$ cat config.mk
export PLATFORM = sky130hd
export DESIGN_NAME = serial_add_ctrl
export DESIGN_NICKNAME = d
export VERILOG_FILES = /design/src/rtl/serial_add_pkg.sv /design/src/rtl/fa.sv /design/src/rtl/serial_add_ctrl.sv
export SDC_FILE = /design/constraint.sdc
export NUM_CORES = 1
export LEC_CHECK = 0
export BUFFER_PORTS_ARGS = -buffer_cell sky130_fd_sc_hd__clkbuf_2
export CAP_MARGIN = 15
export CORE_MARGIN = 1.5
export CORE_UTILIZATION = 58
export DETAILED_ROUTE_END_ITERATION = 7
export PLACE_DENSITY = 0.83
export SLEW_MARGIN = 20
export SYNTH_ARGS = -nofsm -noshare
export SYNTH_HDL_FRONTEND = slang
export SYNTH_SLANG_ARGS = --single-unit
$ cat constraint.sdc
create_clock -name clk -period 2.94 [get_ports clk]
set_input_delay 0.147 -clock clk [delete_from_list [all_inputs] [get_ports clk]]
set_output_delay 0.147 -clock clk [all_outputs]
set_load 0.1 [all_outputs]
$ cat src/rtl/serial_add_pkg.sv
// Shared definitions for the bit-serial adder controller: FSM state encoding
// and the default operand width.
package serial_add_pkg;

    localparam int SA_WIDTH_DEF = 8;

    typedef enum logic [1:0] {
        IDLE = 2'd0,
        RUN  = 2'd1,
        DONE = 2'd2
    } sa_state_t;

endpackage

$ cat src/rtl/fa.sv
// Single-bit combinational full-adder cell, the only arithmetic element used by
// the serial adder datapath.
module fa (
    input  logic a,
    input  logic b,
    input  logic cin,
    output logic sum,
    output logic cout
);

    assign sum  = a ^ b ^ cin;
    assign cout = (a & b) | (cin & (a ^ b));

endmodule

$ cat src/rtl/serial_add_ctrl.sv
// Bit-serial adder: one full-adder cell per clock, LSB first, WIDTH+1 cycles from
// accepted start to done. Optional subtract mode enabled by SERIAL_ADD_SUB_EN.
module serial_add_ctrl
    import serial_add_pkg::*;
#(
    parameter int WIDTH = SA_WIDTH_DEF
) (
    input  logic             clk,
    input  logic             rst,
    input  logic             start,
    input  logic [WIDTH-1:0] a,
    input  logic [WIDTH-1:0] b,
    input  logic             cin,
`ifdef SERIAL_ADD_SUB_EN
    input  logic             sub,
`endif
    output logic             busy,
    output logic             done,
    output logic [WIDTH-1:0] sum,
    output logic             cout
);

    localparam int              CW   = $clog2(WIDTH + 1);
    localparam logic [CW-1:0]   LAST = CW'(WIDTH - 1);

    sa_state_t        state;
    logic [WIDTH-1:0] opa;
    logic [WIDTH-1:0] opb;
    logic [WIDTH-1:0] res;
    logic [WIDTH-1:0] res_next;
    logic [WIDTH-1:0] b_load;
    logic             c_load;
    logic             carry;
    logic [CW-1:0]    cnt;
    logic             bit_s;
    logic             bit_c;

    fa u_fa (
        .a    (opa[0]),
        .b    (opb[0]),
        .cin  (carry),
        .sum  (bit_s),
        .cout (bit_c)
    );

`ifdef SERIAL_ADD_SUB_EN
    // Two's-complement subtract: invert B and force the initial carry to 1.
    assign b_load = sub ? ~b : b;
    assign c_load = sub ? 1'b1 : cin;
`else
    assign b_load = b;
    assign c_load = cin;
`endif

    // Result bits enter from the MSB end so the LSB-first stream lands aligned.
    generate
        if (WIDTH == 1) begin : g_res_w1
            assign res_next = bit_s;
        end else begin : g_res_wn
            assign res_next = {bit_s, res[WIDTH-1:1]};
        end
    endgenerate

    // NOTE: every register here is state, so all use non-blocking assignment;
    // blocking would let later statements see same-edge updates and break the
    // shift chain.
    always_ff @(posedge clk) begin
        if (rst) begin
            state <= IDLE;
            busy  <= 1'b0;
            done  <= 1'b0;
            sum   <= '0;
            cout  <= 1'b0;
            cnt   <= '0;
            carry <= 1'b0;
            opa   <= '0;
            opb   <= '0;
            res   <= '0;
        end else begin
            case (state)
                IDLE: begin
                    done <= 1'b0;
                    if (start) begin
                        opa   <= a;
                        opb   <= b_load;
                        carry <= c_load;
                        cnt   <= '0;
                        busy  <= 1'b1;
                        state <= RUN;
                    end
                end
                RUN: begin
                    opa   <= opa >> 1;
                    opb   <= opb >> 1;
                    carry <= bit_c;
                    res   <= res_next;
                    cnt   <= cnt + CW'(1);
                    // Visible result only changes here, so no partial sums leak out.
                    if (cnt == LAST) begin
                        sum   <= res_next;
                        cout  <= bit_c;
                        done  <= 1'b1;
                        state <= DONE;
                    end
                end
                DONE: begin
                    done  <= 1'b0;
                    busy  <= 1'b0;
                    state <= IDLE;
                end
                default: begin
                    done  <= 1'b0;
                    busy  <= 1'b0;
                    state <= IDLE;
                end
            endcase
        end
    end

endmodule
---- Word level (Yosys, flattened, before mapping) ----
Cells that the tools add are included.
word-level totals
  register bits ........................... 42
  input bits .............................. 20
  output and inout port bits .............. 11
  word-level logic and storage cells ...... 41
cells by class
  add/sub/neg operators ................... 1
  eq/ne operators ......................... 4
  muxes and demuxes ....................... 13
  bitwise logic cells ..................... 6
  reductions and logical operators ........ 7
operator list
  cell                   count
  $pmux W8 S2            2
  $mux W8                2
  $pmux W4 S2            1
  $reduce_and A2 Y1      4
  $add A4 B1 Y4 const B  1
  $eq A4 B3 Y1 const B   1
  $mux W2                2
  $mux W4                1
  $ne A2 B2 Y1 const B   2
  $pmux W1 S2            2
  $pmux W2 S2            1
  $and A1 B1 Y1          2
  $eq A2 B1 Y1 const B   1
  $logic_not A2 Y1       1
  $mux W1                2
  $reduce_bool A2 Y1     1
  $reduce_or A2 Y1       1
  $xor A1 B1 Y1          2
  $not A1 Y1             1
  $or A1 B1 Y1           1

---- Longest topological paths before layout ----
  depth in word-level cells ............... 4
  gate-level depth with buffers ........... 5

---- By module ----
Synthesis repeated with hierarchy kept, for this count alone.
second synthesis, totals
  cells, all modules ...................... 179
  area total of the unflattened synthesis .. 1676.6 um^2
by module, submodules not included
  module           instances  cells an instance  area an instance (um^2)  seq. area each (um^2)
  serial_add_ctrl  1          178                1656.6                   820.8
  fa               1          1                  20.0                     0.0

---- Worst setup path after synthesis ----
OpenSTA, ideal clock, no wires.
  path kind ............................... flip-flop to flip-flop
  from .................................... reg carry
  to ...................................... reg sum[7]
  arrival time ............................ 1.336 ns
  data required time ...................... 2.869 ns
  path slack .............................. 1.533 ns
  cell stages (with the launch flop) ...... 5
  buffers on the path ..................... 0
  period minus slack after synthesis ...... 1.407 ns
  path through ............................ dfxtp_1 fa_1 inv_1 or3_1 a21oi_1
on the way
  longest elaborated chain between the ends .. 1
RTL lines
  item                      RTL line                text
  start: declaration        serial_add_ctrl.sv:33   logic carry;
  start signal: assignment  serial_add_ctrl.sv:86   carry <= c_load;
  start signal: assignment  serial_add_ctrl.sv:95   carry <= bit_c;
  $xor A1 B1 Y1             fa.sv:11                assign sum = a ^ b ^ cin;
  via bit_s                 serial_add_ctrl.sv:35   logic bit_s;
  end signal: assignment    serial_add_ctrl.sv:100  sum <= res_next;
  end: declaration          serial_add_ctrl.sv:19   output logic [WIDTH-1:0] sum,
The timed path passes the listed nets, and every way through them passes these cells.
A chain may end at the register's enable or synchronous reset.

---- Final worst setup path ----
  from .................................... reg state[0]
  to ...................................... reg cnt[3]
on the way
  longest elaborated chain between the ends .. 3
  elaborated cells between the ends (all ways) .. 6
  those cells by class .................... eq/ne (2); mux (1); reduce/logical (3)
RTL lines
  item                                                          RTL line                text
  start: declaration                                            serial_add_ctrl.sv:26   sa_state_t state;
  start signal: assignment                                      serial_add_ctrl.sv:69   state <= IDLE;
  start signal: assignment                                      serial_add_ctrl.sv:89   state <= RUN;
  start signal: assignment                                      serial_add_ctrl.sv:103  state <= DONE;
  $eq A2 B1 Y1 or $logic_not A2 Y1 (tied branches)              serial_add_ctrl.sv:80   case (state)
  $reduce_bool A2 Y1 (no line) or $ne A2 B2 Y1 (tied branches)  n/a
  $reduce_and A2 Y1 (no line)                                   n/a
  end signal: assignment                                        serial_add_ctrl.sv:97   cnt <= cnt + CW'(1);
  end: declaration                                              serial_add_ctrl.sv:34   logic [CW-1:0] cnt;
Several ways; a longest one is shown, not always the timed one.

==> results.json <==
{
  "syn_to_final_growth_pct": 11.35,
  "clock_latency_ps": 360,
  "powerDensity_nw_per_um2": 542.9,
  "synth_fp_nets": 212,
  "die_h_um": 56.93,
  "pwr-share-comb": 0.132,
  "layoutNonFillerInstCount": 247,
  "grt_pass1_vias": 1254,
  "crit_start": "state[0]",
  "antenna_left": 0,
  "syn_area_per_cell_um2": 8.877,
  "drive_above_1_share": 0.1944,
  "ys_seq_area_frac": 0.4866,
  "syn-cell-area_um2": 1687,
  "cts.sink_count": 41,
  "cts_max_level": 2,
  "die_x_um": 56.93,
  "pwr-share-clk": 0.268,
  "hold_class": "in -> reg",
  "reg2regPathDepth": 3,
  "final-hold-violation-count": 0,
  "cts-buffers-inserted": 5,
  "maxCapViolations": 0,
  "wl_per_cell_um": 13.06,
  "viasPerCell": 5.676,
  "slew_viol_final": 0,
  "max_freq_mhz": 489.1,
  "antenna_cells": 0,
  "worstPathRequired_ps": 3230,
  "drc_errors": 0,
  "first_iter_violations": 44,
  "place_congestion": 0.8006,
  "globalRouteOverflowTotal": 0,
  "start_kind": "flop",
  "core_um2": 2758,
  "post-route-period-util": 0.6955,
  "grt_max_degree": 36,
  "worst_slew_pin_slew_ps": 831.4,
  "netlist_instances": 190,
  "finalSetupTns_ps": 0,
  "rsz0062_at_grt": "false",
  "period_minus_slack_ps": 2045,
  "start_util": 0.6116,
  "rows": 19,
  "min_path_cells": 2,
  "hold_start": "a[7]",
  "antenna_found_initial": 0,
  "fin_skew_ps": 20.00,
  "p_switching_mw": 0.2901,
  "whs_ps": 6.024,
  "cts_root_buf": "clkbuf_4",
  "ir_drop_mv": 0.4957,
  "crit_arrival_ps": 2330,
  "worstSetupEndpointType": "flop",
  "ys_ff_latch": 41,
  "worst-setup-path-type": "reg -> reg",
  "vias": 1402,
  "dp.cells": 238,
  "reg2reg_from": "state[0]",
  "swShare": 0.2845,
  "grt_pass1_wl_mm": 5.444,
  "die_area_um2": 3240,
  "cp_max_fo": 29,
  "status": "completed",
  "ys_warn_count": 0,
  "synthDistinctLibCells": 32,
  "setup_violations": 0,
  "nNetsFinal": 237,
  "clock_path_buffers": 2,
  "leakagePower_nw": 0.7265,
  "cts_tree": "built",
  "routed_wl_mm": 3.227,
  "drt_first_pass_iters": 4,
  "port_buffers": 30,
  "hpwlAfterDp_mm": 2.200,
  "maxSlewHeadroom": 0.4457,
  "clk_pin_slew_ps": 130,
  "track_usage": 0.2156,
  "boundaryPins": 31,
  "intPower_mw": 0.7294,
  "seq_power_share": 0.600
}
## cell usage in the layout, fill, tap and decap left out, drive strengths merged
cell	synthesis	final
nor2b	1	1
nand3	2	2
clkbuf	7	35
nor2	19	19
inv	10	10
dfxtp	41	41
nor4b	1	1
fa	1	1
o21ai	9	9
dlygate4sd3	0	1
and2	5	5
nand2b	2	2
o21ba	1	1
clkinv	2	4
clkinvlp	0	1
nand2	18	18
o21bai	1	1
nor3	1	1
o32a	1	1
a21oi	17	17
ha	1	1
a22o	3	3
a221o	5	5
or3	10	10
o22ai	5	5
a211oi	11	11
o2bb2ai	5	5
a31oi	1	1
a21o	2	2
nand3b	1	1
mux2i	1	1
## Yosys cell counts
| library cell | instances | area share |
|---|---|---|
| o21bai_1 | 1 | 0.0045 |
| a21o_1 | 2 | 0.0089 |
| a22o_1 | 3 | 0.016 |
| buf_2 | 5 | 0.015 |
| nand3b_1 | 1 | 0.0045 |
| a31oi_1 | 1 | 0.0037 |
| o22ai_1 | 5 | 0.019 |
| buf_6 | 1 | 0.0067 |
| inv_1 | 10 | 0.022 |
| nor3_1 | 1 | 0.0030 |
| nor4b_4 | 1 | 0.014 |
| and2_1 | 5 | 0.019 |
| nor2_1 | 17 | 0.038 |
| nor2_2 | 2 | 0.0074 |
| mux2i_1 | 1 | 0.0059 |
| a211oi_1 | 11 | 0.049 |
| nand2b_1 | 2 | 0.0074 |
| nand2_1 | 18 | 0.040 |
| clkbuf_1 | 7 | 0.016 |
| a221o_1 | 5 | 0.030 |
| clkinv_1 | 2 | 0.0045 |
| o2bb2ai_1 | 5 | 0.026 |
| or3_1 | 10 | 0.037 |
| nand3_1 | 2 | 0.0059 |
| o21ba_2 | 1 | 0.0059 |
| ha_1 | 1 | 0.0074 |
| a21oi_1 | 17 | 0.050 |
| o21ai_0 | 9 | 0.027 |
| dfxtp_1 | 41 | 0.49 |
| fa_1 | 1 | 0.012 |
| o32a_1 | 1 | 0.0059 |
| nor2b_1 | 1 | 0.0037 |
## worst max-delay path, cell delays in order (launching register included)
cell	delay, ps
dfxtp_1	680
nand2b_1	580
or3_1	540
a31oi_1	180
## repair_timing
| action | 4_1_cts | 5_1_grt |
|---|---|---|
| endpoints found under the hold margin | 0 | 1 |
| gates resized for setup | 0 | 0 |
| hold buffers | 0 | 1 |
| setup buffers | 0 | 0 |
## cell type report
cell class / count / area, um2
inverters: 12 / 45.04
clock inverters: 3 / 17.52
clock buffers: 5 / 37.54
flip-flops and latches: 41 / 820.8
multi-input cells: 124 / 758.2
repair buffers: 31 / 160.2
fillers: 227 / 879.6
well taps: 31 / 38.79
## stage by stage
| step | utilization | worst slack, ps | instance area, um2 | power, mW |
|---|---|---|---|---|
| after floorplan | - | 1533 | 1687 | 0.7265 |
| after global placement | 0.6574 | 1031 | 1813 | 0.7522 |
| after detailed placement | 0.6574 | 911.1 | 1813 | 0.7578 |
| after CTS | 0.6774 | 917.0 | 1868 | 1.021 |
| after global routing | 0.6810 | 706.6 | 1878 | 1.067 |
| final | 0.6810 | 895.3 | 1878 | 1.020 |
## final timing paths
| check | endpoint | slack (ps) |
|---|---|---|
| setup / recovery | cnt[3] | 900 |
| hold / removal | opa[7] | 6 |
| setup reg to reg | cnt[3] | 900 |
| hold reg to reg | res[1] | 470 |
## flip-flops by register name (all words and copies together) (netlist names)
register	cells
busy	1
carry	1
cnt	4
cout	1
done	1
opa	8
opb	8
res	7
state	2
sum	8
## cells by family (layout without fill, tap and decap cells)
family	Yosys count	count (layout)	synth area share
flip-flops	41	41	0.4866
AND/OR/NAND/NOR	60	60	0.1795
AO/OA/AOI/OAI	61	61	0.2448
adder cells (fa/ha/maj)	2	2	0.01929
buffers and inverters	25	51	0.06380
multiplexers	1	1	0.005935
## power by group through the flow
stage	registers (mW)	logic, mW	clock network [mW]
2_1_floorplan	0.626	0.101	0
3_3_place_gp	0.622	0.130	0
3_5_place_dp	0.624	0.134	0
4_1_cts	0.611	0.134	0.275
5_1_grt	0.616	0.150	0.301
6_report	0.612	0.135	0.273
## per-layer routing
metal | global-route usage | up-vias | wire [um]
li1 | - | 720 | -
met1 | 0.2949 | 649 | 1573
met2 | 0.3218 | 28 | 1450
met3 | 0.06912 | 5 | 155
met4 | 0.07641 | 0 | 48
met5 | 0 | - | 0
Power figures use the tool's default switching activity.
